$ cat src/rtl/mips_mem_pkg.sv
// Shared definitions for the MIPS data-memory path: size encodings, the
// load/store FSM state type and address-alignment helpers.
package mips_mem_pkg;

    localparam int MEM_INDEX_BITS_DEF = 7;

    localparam logic [1:0] SZ_BYTE = 2'b00;
    localparam logic [1:0] SZ_HALF = 2'b01;
    localparam logic [1:0] SZ_WORD = 2'b10;

    typedef enum logic [2:0] {
        ST_IDLE = 3'd0,
        ST_RD   = 3'd1,
        ST_CAP  = 3'd2,
        ST_WR   = 3'd3,
        ST_FIN  = 3'd4
    } lsu_state_t;

    // Encoding 11 is handled exactly like a word access.
    function automatic logic is_word_size(input logic [1:0] sz);
        return sz[1];
    endfunction

    function automatic logic is_misaligned(input logic [1:0] sz, input logic [1:0] lo);
        logic bad;
        case (sz)
            SZ_BYTE: bad = 1'b0;
            SZ_HALF: bad = lo[0];
            default: bad = |lo;
        endcase
        return bad;
    endfunction

    function automatic logic [1:0] align_lo(input logic [1:0] sz, input logic [1:0] lo);
        logic [1:0] al;
        case (sz)
            SZ_BYTE: al = lo;
            SZ_HALF: al = {lo[1], 1'b0};
            default: al = 2'b00;
        endcase
        return al;
    endfunction

endpackage

$ cat src/rtl/lsu_lane_merge.sv
// Combinational lane logic: extracts and extends a load lane from a memory
// word, and merges right-aligned store data into the selected lane.
module lsu_lane_merge
    import mips_mem_pkg::*;
(
    input  logic [1:0]  i_size,
    input  logic [1:0]  i_addr_lo,
    input  logic        i_unsigned_ld,
    input  logic [31:0] i_word,
    input  logic [31:0] i_wdata,
    output logic [31:0] o_ld_data,
    output logic [31:0] o_st_data
);

    logic [4:0]  w_shamt;
    logic [31:0] w_lane_mask;
    logic [31:0] w_lane_src;
    logic [31:0] w_shifted;

    // Lane position, load extraction and store merge.
    always_comb begin
        w_shamt     = 5'd0;
        w_lane_mask = 32'hFFFF_FFFF;
        w_lane_src  = i_wdata;
        case (i_size)
            SZ_BYTE: begin
                w_shamt     = {i_addr_lo, 3'b000};
                w_lane_mask = 32'h0000_00FF << w_shamt;
                w_lane_src  = {24'h00_0000, i_wdata[7:0]} << w_shamt;
            end
            SZ_HALF: begin
                w_shamt     = {i_addr_lo[1], 4'b0000};
                w_lane_mask = 32'h0000_FFFF << w_shamt;
                w_lane_src  = {16'h0000, i_wdata[15:0]} << w_shamt;
            end
            default: begin
                w_shamt     = 5'd0;
                w_lane_mask = 32'hFFFF_FFFF;
                w_lane_src  = i_wdata;
            end
        endcase

        w_shifted = i_word >> w_shamt;
        o_st_data = (i_word & ~w_lane_mask) | (w_lane_src & w_lane_mask);

        case (i_size)
            SZ_BYTE: begin
                if (i_unsigned_ld) begin
                    o_ld_data = {24'h00_0000, w_shifted[7:0]};
                end else begin
                    o_ld_data = {{24{w_shifted[7]}}, w_shifted[7:0]};
                end
            end
            SZ_HALF: begin
                if (i_unsigned_ld) begin
                    o_ld_data = {16'h0000, w_shifted[15:0]};
                end else begin
                    o_ld_data = {{16{w_shifted[15]}}, w_shifted[15:0]};
                end
            end
            default: o_ld_data = w_shifted;
        endcase
    end

endmodule

$ cat src/rtl/load_store_unit.sv
// Data-memory initiator: one load/store at a time, sub-word stores done as
// read-modify-write. Define LSU_MISALIGN_TRAP_EN to reject misaligned accesses.
module load_store_unit
    import mips_mem_pkg::*;
#(
    parameter int MEM_INDEX_BITS = MEM_INDEX_BITS_DEF
) (
    input  logic        clock,
    input  logic        reset,
    input  logic        req,
    input  logic        is_store,
    input  logic [1:0]  size,
    input  logic        unsigned_ld,
    input  logic [31:0] addr,
    input  logic [31:0] wdata,
    output logic        busy,
    output logic        done,
    output logic [31:0] rdata,
    output logic        misalign,
    output logic [31:0] mem_adress,
    output logic [31:0] mem_write_data,
    output logic        mem_write,
    output logic        mem_read,
    input  logic [31:0] mem_data
);

    lsu_state_t  r_state;
    lsu_state_t  w_next_state;

    logic        w_reject;
    logic        w_accept;
    logic [1:0]  w_addr_lo;
    logic        w_unused_addr;

    logic [1:0]  r_size;
    logic [1:0]  r_addr_lo;
    logic        r_is_store;
    logic        r_unsigned_ld;
    logic [31:0] r_wdata;

    logic        r_busy;
    logic        r_done;
    logic        r_misalign;
    logic        r_mem_read;
    logic        r_mem_write;
    logic [31:0] r_rdata;
    logic [31:0] r_mem_adress;
    logic [31:0] r_mem_write_data;

    logic [31:0] w_ld_data;
    logic [31:0] w_st_data;

    // Address bits above the memory index are not decoded.
    assign w_unused_addr = ^addr[31:MEM_INDEX_BITS+2];

    // Request qualification and low address bits used for lane selection.
    always_comb begin
`ifdef LSU_MISALIGN_TRAP_EN
        w_reject  = (r_state == ST_IDLE) && req && is_misaligned(size, addr[1:0]);
        w_addr_lo = addr[1:0];
`else
        w_reject  = 1'b0;
        w_addr_lo = align_lo(size, addr[1:0]);
`endif
        w_accept  = (r_state == ST_IDLE) && req && !w_reject;
    end

    // Next-state logic.
    always_comb begin
        w_next_state = r_state;
        case (r_state)
            ST_IDLE: begin
                if (w_accept) begin
                    w_next_state = (is_store && is_word_size(size)) ? ST_WR : ST_RD;
                end else begin
                    w_next_state = ST_IDLE;
                end
            end
            ST_RD:   w_next_state = ST_CAP;
            ST_CAP:  w_next_state = r_is_store ? ST_WR : ST_FIN;
            ST_WR:   w_next_state = ST_FIN;
            ST_FIN:  w_next_state = ST_IDLE;
            default: w_next_state = ST_IDLE;
        endcase
    end

    // State register.
    always_ff @(posedge clock) begin
        if (reset) begin
            r_state <= ST_IDLE;
        end else begin
            r_state <= w_next_state;
        end
    end

    // Strobes are decoded from the next state so they are registered yet aligned to the state.
    always_ff @(posedge clock) begin
        if (reset) begin
            r_busy      <= 1'b0;
            r_done      <= 1'b0;
            r_misalign  <= 1'b0;
            r_mem_read  <= 1'b0;
            r_mem_write <= 1'b0;
        end else begin
            r_busy      <= (w_next_state != ST_IDLE);
            r_done      <= (w_next_state == ST_FIN);
            r_misalign  <= w_reject;
            r_mem_read  <= (w_next_state == ST_RD);
            r_mem_write <= (w_next_state == ST_WR);
        end
    end

    // Request latch, load result and write-data formation.
    always_ff @(posedge clock) begin
        if (reset) begin
            r_size           <= 2'b00;
            r_addr_lo        <= 2'b00;
            r_is_store       <= 1'b0;
            r_unsigned_ld    <= 1'b0;
            r_wdata          <= 32'h0000_0000;
            r_rdata          <= 32'h0000_0000;
            r_mem_adress     <= 32'h0000_0000;
            r_mem_write_data <= 32'h0000_0000;
        end else if (w_accept) begin
            r_size        <= size;
            r_addr_lo     <= w_addr_lo;
            r_is_store    <= is_store;
            r_unsigned_ld <= unsigned_ld;
            r_wdata       <= wdata;
            r_mem_adress  <= {{(32-MEM_INDEX_BITS){1'b0}}, addr[MEM_INDEX_BITS+1:2]};
            if (is_store && is_word_size(size)) begin
                r_mem_write_data <= wdata;
            end else begin
                r_mem_write_data <= r_mem_write_data;
            end
        end else if (r_state == ST_CAP) begin
            if (r_is_store) begin
                r_mem_write_data <= w_st_data;
            end else begin
                r_rdata <= w_ld_data;
            end
        end else begin
            r_rdata <= r_rdata;
        end
    end

    lsu_lane_merge u_lane_merge (
        .i_size        (r_size),
        .i_addr_lo     (r_addr_lo),
        .i_unsigned_ld (r_unsigned_ld),
        .i_word        (mem_data),
        .i_wdata       (r_wdata),
        .o_ld_data     (w_ld_data),
        .o_st_data     (w_st_data)
    );

    assign busy           = r_busy;
    assign done           = r_done;
    assign misalign       = r_misalign;
    assign mem_read       = r_mem_read;
    assign mem_write      = r_mem_write;
    assign rdata          = r_rdata;
    assign mem_adress     = r_mem_adress;
    assign mem_write_data = r_mem_write_data;

endmodule

$ cat config.mk
export PLATFORM = sky130hd
export DESIGN_NAME = load_store_unit
export DESIGN_NICKNAME = d
export VERILOG_FILES = /design/src/rtl/mips_mem_pkg.sv /design/src/rtl/lsu_lane_merge.sv /design/src/rtl/load_store_unit.sv
export SDC_FILE = /design/constraint.sdc
export NUM_CORES = 1
export LEC_CHECK = 0
export CORE_AREA = 2 2 121 123
export CTS_CLUSTER_SIZE = 16
export DETAILED_ROUTE_END_ITERATION = 8
export DIE_AREA = 0 0 123 125
export PLACE_DENSITY_LB_ADDON = 0.15
export SETUP_SLACK_MARGIN = 0.1
export SYNTH_ARGS = -nofsm -noshare
export SYNTH_HDL_FRONTEND = slang
export SYNTH_SLANG_ARGS = --single-unit
$ cat constraint.sdc
create_clock -name clock -period 1.6 [get_ports clock]
set_input_delay 0.32 -clock clock [delete_from_list [all_inputs] [get_ports clock]]
set_output_delay 0.32 -clock clock [all_outputs]
set_load 0.05 [all_outputs]
Yosys cells after proc, flatten, opt, wreduce, memory -nomap -nowiden
Cells that the tools add are included.
{"block": "word_totals", "inputBits": 103, "register_bits": 116}
{"block": "op_classes", "shift": 5, "bitwise": 6, "n_mux": 15, "n_eq_ne": 9, "reduce_logical": 10}
{"operator": "32-bit 2-to-1 mux", "count": 6}
{"operator": "32-bit case mux with 2 select lines", "count": 3}
{"operator": "32-bit AND", "count": 2}
{"operator": "32-bit NOT", "count": 1}
{"operator": "32-bit OR", "count": 1}
{"operator": "16-bit by 5-bit << shifter with 32-bit output", "count": 1}
{"operator": "16-bit by 5-bit << shifter with 32-bit output (first input constant)", "count": 1}
{"operator": "8-bit by 5-bit << shifter with 32-bit output", "count": 1}
{"operator": "8-bit by 5-bit << shifter with 32-bit output (first input constant)", "count": 1}
{"operator": "32-bit by 5-bit right shift with 32-bit output", "count": 1}
{"operator": "3-bit case mux with 4 select lines", "count": 1}
{"operator": "5-bit case mux with 2 select lines", "count": 1}
{"operator": "3-bit by 2-bit equality test with 1-bit output (second input constant)", "count": 3}
{"operator": "3-bit by 1-bit equality test with 1-bit output (second input constant)", "count": 2}
{"operator": "3-bit AND reduction", "count": 2}
{"operator": "2-bit by 1-bit equality test with 1-bit output (second input constant)", "count": 2}
{"operator": "2-bit logical NOT", "count": 2}
{"operator": "2-bit 2-to-1 mux", "count": 2}
{"operator": "2-bit case mux with 2 select lines", "count": 1}
{"operator": "2-bit nonzero test", "count": 2}
{"operator": "3-bit equality test (second input constant)", "count": 1}
{"operator": "3-bit logical NOT", "count": 1}
{"operator": "3-bit 2-to-1 mux", "count": 1}
{"operator": "3-bit nonzero test", "count": 1}
{"operator": "3 further kinds", "count": 5}

Longest topological paths before layout
Gate-level depths: netlist of run 1.
{"block": "depth", "ltp_word": 8, "ltp_mapped": 8}

By module
A second synthesis of run 1 with hierarchy kept.
{"block": "hier_totals", "cells_unflattened": 738, "hier_area_um2": 6120.9}
{"module": "load_store_unit", "cells_per_inst": 539, "area_each_um2": 4777.1, "n_inst": 1}
{"module": "lsu_lane_merge", "cells_per_inst": 199, "area_each_um2": 1343.8, "n_inst": 1}

Worst setup path after synthesis of run 1
No wires, ideal clock.
{"block": "synth_path", "path_type": "register to register", "from": "reg r_size[1]", "to": "reg r_rdata[27] (netlist: rdata[27])", "slack_ns": -0.112, "setup_time_ns": 0.080, "stages_incl_launch_ff": 9, "period_less_slack_ns": 1.712, "arrival_time_ns": 1.632, "required_time_ns": 1.520, "n_path_buf": 3, "cell_sequence": "dfxtp_1 -> buf_6 -> nor3b_2 -> buf_4 -> o21bai_1 -> a2111oi_4 -> nor3_4 -> buf_6 -> a211oi_2"}
{"block": "synth_via", "elab_chain_cells": 5, "word_cells_on_any_way": 7}
{"item": "from (decl)", "line": "load_store_unit.sv:35", "text": "logic [1:0] r_size;"}
{"item": "from (signal assigned)", "line": "load_store_unit.sv:125", "text": "r_size <= size;"}
{"item": "2-bit by 1-bit equality test with 1-bit output or 2-bit logical NOT (tied branches)", "line": "lsu_lane_merge.sv:25, lsu_lane_merge.sv:46"}
{"item": "5-bit case mux with 2 select lines", "line": "lsu_lane_merge.sv:25", "text": "case (i_size)"}
{"item": "32-bit by 5-bit right shift with 32-bit output", "line": "lsu_lane_merge.sv:43", "text": "w_shifted = i_word >> w_shamt;"}
{"item": "32-bit 2-to-1 mux, on equally long branches", "line": "lsu_lane_merge.sv:55, lsu_lane_merge.sv:48"}
{"item": "32-bit case mux with 2 select lines (*)", "line": "lsu_lane_merge.sv:46", "text": "case (i_size)"}
{"item": "to (signal assigned)", "line": "load_store_unit.sv:140", "text": "r_rdata <= w_ld_data;"}
{"item": "to (signal assigned)", "line": "load_store_unit.sv:143", "text": "r_rdata <= r_rdata;"}
{"item": "to (decl)", "line": "load_store_unit.sv:46", "text": "logic [31:0] r_rdata;"}
Mark *: on every way between the ends. The rest lies on a longest branch, timed or not.
A chain may end at the register's enable or synchronous reset.

Worst setup path after layout of run 1
{"block": "layout_path", "from": "reg r_addr_lo[0]", "to": "reg r_rdata[31] (netlist: rdata[31])"}
{"block": "layout_via", "elab_chain_cells": 4, "word_cells_on_any_way": 5}
{"item": "from (decl)", "line": "load_store_unit.sv:36", "text": "logic [1:0] r_addr_lo;"}
{"item": "from (signal assigned)", "line": "load_store_unit.sv:126", "text": "r_addr_lo <= w_addr_lo;"}
{"item": "5-bit case mux with 2 select lines (*)", "line": "lsu_lane_merge.sv:25"}
{"item": "32-bit by 5-bit right shift with 32-bit output (*)", "line": "lsu_lane_merge.sv:43"}
{"item": "32-bit 2-to-1 mux, on equally long branches", "line": "lsu_lane_merge.sv:55, lsu_lane_merge.sv:48"}
{"item": "32-bit case mux with 2 select lines (*)", "line": "lsu_lane_merge.sv:46"}
Marks and branches as above.

==> qor.yml, run 1 <==
dpl.cell_count: 1109
path_class: "reg2reg"
fin_crit_sh_pct: 114.5
grt_util_met1_pct: 33.68
avgSynthCellArea_um2: 7.841
synth_warnings: 0
rows: 44
fmax_ghz: 0.5457
syn2layout_area_growth_pct: 75.83
drv_cap: 0
die_area_um2: 15380
grt_busiest_layer: "met2"
drtIter0Drc: 554
synth_edf_count: 0
grt_use_met2_pct: 42.25
synth-seq-area-share_pct: 40.74
die_y_um: 125
maxSlewViolCount: 0
start_util_pct: 40.13
vdd_ir_drop_max_uv: 750.5
layout_commonest_cell: "buf_4"
fp.dieW_um: 123
grt_pass1_vias: 6015
postRouteAntennaNets: 0
cellLeakagePower_nw: 3.906
grt_max_degree: 63
final_cells: 1171
rsz0062_at_grt: "true"
viasPerCell: 5.521
dp_hpwl_um: 14720
cts_sinks: 116
ios: 204
antenna_found_initial: 0
tritoncts: "done"
grt_usage_pct: 25.93
use_met3_pct: 6.387
rrSetupSlack_ns: -0.23
cts-root-buf: "clkbuf_16"
routabilityCongestion: 0.9135
wl_per_cell_um: 18.85
syn_inst: 727
fin_nets: 1077
whs_ns: 0.3098
syn_area_um2: 5700
skew_ns: 0.007541
violations: "negative setup slack"
fin_util_pct: 70.57
drive_above_1_share_pct: 39.92
ys_ff_latch: 116
wirelength_um: 22070
htreeDepth: 4
holdBufCountCts: 0
n_antenna_cell: 0
synth_cell_types: 49
finalSetupViolCount: 45
fin_ws_ns: -0.2324
netlist.area_leader.share_pct: 40.74
cts_made_buffers: 17
via_count: 6465
grt-ovfl-total: 0
hp-class: "in2reg"
crit_required_ns: 1.94
start_kind: "flip-flop"
synth_area_leaders: "dfxtp_1 (41%), nand2_1 (9.8%), a21oi_1 (7.1%)"
min_period_ns: 1.832
cellPowerDensity_nw_per_um2: 1100
cp_data_arrival_time_ns: 2.18
cts_buffer_depth: 2
synthArstFlopShare_pct: 0
worstSetupEndpointType: "flip-flop"
path_clk_slew_ns: 0.05
clk_latency_ns: 0.42
first_pass_iters: 7
hold_violations: 0
core_um2: 14200
grt_pass1_wl_um: 31030
yosysTopAreaCell: "dfxtp_1"
port_buffers: 154
cp_max_fo: 8
ys.flop_type: "dfxtp_1"
route.detailed.drc: 0
status: "finished with violations"
final_cell_mix: "buf_4 (141), nand2_1 (131), dfxtp_1 (111)"
-- worst paths after layout --
kind | from | end | depth (start not counted)
hold / removal | reset | mem_write$_SDFF_PP0_ | 2
setup / recovery | r_addr_lo[0]$_SDFFE_PP0N_ | rdata[31]$_SDFFE_PP0P_ | 7
hold reg to reg | r_wdata[18]$_SDFFE_PP0N_ | r_wdata[18]$_SDFFE_PP0N_ | 2
setup reg to reg | r_addr_lo[0]$_SDFFE_PP0N_ | rdata[31]$_SDFFE_PP0P_ | 7
-- layer usage --
metal | routed length, µm | up-vias
li1 | - | 3009
met1 | 8990 | 3084
met2 | 10550 | 323
met3 | 1903 | 49
met4 | 629 | 0
met5 | 0 | -
-- per-stage QoR --
step	total power [mW]	TNS, ns	worst slack (ns)	cell area, µm²
6_report	11.03	-5.811	-0.2324	10020
2_1_floorplan	5.197	-1.054	-0.1015	5838
5_1_grt	11.43	-8.283	-0.2792	10020
4_1_cts	10.64	-4.902	-0.1962	9303
3_3_place_gp	6.482	-37.32	-0.6143	8239
3_5_place_dp	6.531	-41.30	-0.7221	8239
-- power by group --
group	switching (mW)	internal [mW]	total, mW
registers	0.252	3.16	3.42
logic	2.09	1.60	3.68
clock network	1.33	2.60	3.93
total	3.67	7.36	11.0
-- critical path, stage by stage, from the launching register on --
cell and delay [ns]:
dfxtp_2 0.32, buf_6 0.11, nor3b_1 0.12, or4_4 0.42, a221oi_4 0.27, nor3_4 0.11, clkbuf_16 0.19, a211oi_2 0.21
-- logic make-up (layout without fill, tap and decap cells) --
| family | count (synthesis) | after routing | share of synthesized area [%] |
|---|---|---|---|
| AND/OR/NAND/NOR | 278 | 278 | 21.03 |
| AO/OA/AOI/OAI | 219 | 219 | 26.58 |
| flip-flops | 116 | 116 | 40.74 |
| buffers and inverters | 97 | 332 | 8.780 |
| multiplexers | 16 | 16 | 2.809 |
| other | 1 | 26 | 0.06578 |
-- sequential cells by signal, summed over array words and instances (netlist names), 2 cells and up --
name	cells
r_wdata	32
mem_write_data	32
r_size	2
r_addr_lo	2
r_state	3
rdata	32
mem_adress	7
-- timing repair --
action / 4_1_cts / 5_1_grt
pin swaps: 44 / 52
cloned: 2 / 6
resized for setup: 87 / 117
buffers inserted: 12 / 12
setup endpoints to repair: 78 / 81
-- cell type report --
class,count,area (µm²)
repair buffers,290,3112
flip-flops and latches,116,2338
well taps,184,230.2
clock buffers,23,488.0
fillers,1088,4180
clock inverters,9,125.1
inverters,10,46.29
multi-input cells,539,3684
-- cells in the mapped netlist (2+ instances only) --
library cell and count:
buf_4 29, o21ai_0 39, dfxtp_1 116, a211o_1 8, a211oi_1 15, nor3b_1 8
nand2_1 149, nor4b_2 2, mux2i_1 16, a2111oi_0 2, a221oi_1 8, nand3_1 16
o221a_2 7, inv_1 8, clkbuf_1 42, nand3b_1 4, a31o_2 9, buf_2 10
and3_1 3, nor2b_1 4, buf_6 2, a311oi_1 22, a21oi_1 81, clkinv_1 2
a211oi_2 10, nor3_1 2, buf_1 4, nand2b_1 3, a22oi_1 7, nor2_1 80
Note: power is estimated with default switching activity, not from simulation.
==> run 2, diff against run 1 <==
- HOLD_SLACK_MARGIN: unset -> 0.06
==> results of run 2 <==
Final layout, timing and power as in run 1 (identical DEF).
==> run 3, diff against run 2 <==
- CORE_AREA: 2 2 121 123 -> 5 5 124 126
- DIE_AREA: 0 0 123 125 -> 0 0 129 131
==> qor.yml, run 3 (same netlist as run 1, synthesis figures left out) <==
hold_violations: 0  # unchanged
htreeDepth: 4  # unchanged
cts-root-buf: "clkbuf_16"
ios: 204  # unchanged
fin_crit_sh_pct: 117.3  # +2.8 points
tns_ns: -6.529  # -0.7175 ns
syn2layout_area_growth_pct: 86.85
port_buffers: 154  # unchanged
cellLeakagePower_nw: 4.164  # +6.6%
die_area_um2: 16900  # +9.9%
postRouteAntennaNets: 0  # unchanged
cp_data_arrival_time_ns: 2.21  # +0.03 ns
multiInputGateArea_um2: 3816  # +3.6%
fin_nets: 1083  # +0.56%
cts_made_buffers: 17  # unchanged
skew_ns: 0.006954  # -0.0005871 ns
finalSetupViolCount: 50  # +11%
clk_latency_ns: 0.42  # about the same
grt_pass1_wl_um: 33390  # +7.6%
n_antenna_cell: 0  # unchanged
drive_above_1_share_pct: 42.60  # +2.7 points
hp-class: "in2reg"
min_period_ns: 1.877  # +0.04498 ns
die_y_um: 131  # +4.8%
vdd_ir_drop_max_uv: 601.2  # -20%
crit_required_ns: 1.93  # about the same
fp.dieW_um: 129  # +4.9%
routabilityCongestion: 0.8817  # -3.5%
core_um2: 14200  # unchanged
fin_ws_ns: -0.2774  # -0.04498 ns
viasPerCell: 5.655  # +2.4%
maxSlewViolCount: 0  # unchanged
via_count: 6656  # +3.0%
path_clk_slew_ns: 0.05  # about the same
status: "finished with violations"
grt_max_degree: 56  # -11%
holdBufCountCts: 0  # unchanged
route.detailed.drc: 0  # unchanged
dp_hpwl_um: 15340  # +4.2%
start_kind: "flip-flop"
worstSetupEndpointType: "flip-flop"
layout_commonest_cell: "nand2_1"
num-fill-cells: 998  # -8.3%
cp_max_fo: 8  # unchanged
register_area_um2: 2338  # unchanged
antenna_found_initial: 0  # unchanged
path_class: "reg2reg"
grt_pass1_vias: 6363  # +5.8%
grt-ovfl-total: 0  # unchanged
drtIter0Drc: 622  # +12%
p_total_mw: 11.59  # +5.1%
start_util_pct: 40.13  # unchanged
drv_cap: 0  # unchanged
tritoncts: "done"
first_pass_iters: 5  # -2
cellPowerDensity_nw_per_um2: 1088  # -1.1%
violations: "negative setup slack"
whs_ns: 0.2717  # -0.03816 ns
cts_buffer_depth: 2  # unchanged
wirelength_um: 24010  # +8.8%
final_cell_mix: "nand2_1 (117), buf_4 (115), dfxtp_1 (111)"
grt_usage_pct: 25.41  # -0.52 points
wl_per_cell_um: 20.40  # +8.2%
cts_sinks: 116  # unchanged
rows: 44  # unchanged
rsz0062_at_grt: "true"
fmax_ghz: 0.5327  # -2.4%
## run 3: path summary, 6_finish.rpt
| kind | startpoint | to | slack [ns] | depth (start not counted) |
|---|---|---|---|---|
| setup reg to reg | r_addr_lo[0]$_SDFFE_PP0N_ | rdata[18]$_SDFFE_PP0P_ | -0.28 | 7 |
| setup / recovery | r_addr_lo[0]$_SDFFE_PP0N_ | rdata[18]$_SDFFE_PP0P_ | -0.28 | 7 |
| hold / removal | reset | rdata[7]$_SDFFE_PP0P_ | 0.27 | 2 |
| hold reg to reg | mem_adress[0]$_SDFFE_PP0N_ | mem_adress[0]$_SDFFE_PP0N_ | 0.46 | 2 |
## run 3: power breakdown
part           switching [mW]  internal (mW)  leakage (nW)
clock network            1.36           2.76         0.317
logic                    2.21           1.82          2.90
registers               0.273           3.16         0.951
## run 3: through the flow
stage               worst slack (ns)  cell area, µm²  utilization [%]  std cells
floorplan                    -0.1015            5838                -        752
global placement             -0.6213            8487            59.75       1107
detailed placement           -0.7205            8487            59.75       1107
CTS                          -0.2187            9747            68.62       1158
global route                 -0.3217           10650            74.99       1177
finish                       -0.2774           10650            74.99       1177
## run 3: critical path, cell delays in order, from the launching register on
cell      delay (ns)
dfxtp_2         0.32
buf_6           0.11
nor3b_1         0.14
or4_4           0.44
a221oi_4        0.27
nor3_4          0.13
buf_12          0.17
a211oi_2        0.21
## run 3: final cells by class
cell class	count	area share, %
Sequential cell	116	21.95
Tap cell	184	2.161
Timing Repair Buffer	296	33.68
Inverter	10	0.3994
Clock buffer	23	4.581
Clock inverter	9	1.398
Multi-Input combinational cell	539	35.83
## run 3: timing repair
action	CTS	global route
endpoints found under the setup margin	74	90
gates cloned	6	9
resized for setup	94	142
pin swaps	25	67
setup buffers	13	10
endpoints found under the hold margin	0	0
## run 3: routing by layer
layer  vias to the layer above  track usage [%]  wire length [µm]  share of wire, %
met2                       353            40.79             11650                49
met3                        85            7.033              1976               8.2
met5                         -                0                 0                 0
li1                       3032                -                 -                 -
met4                         0            12.79              1006               4.2
met1                      3186            31.39              9380                39
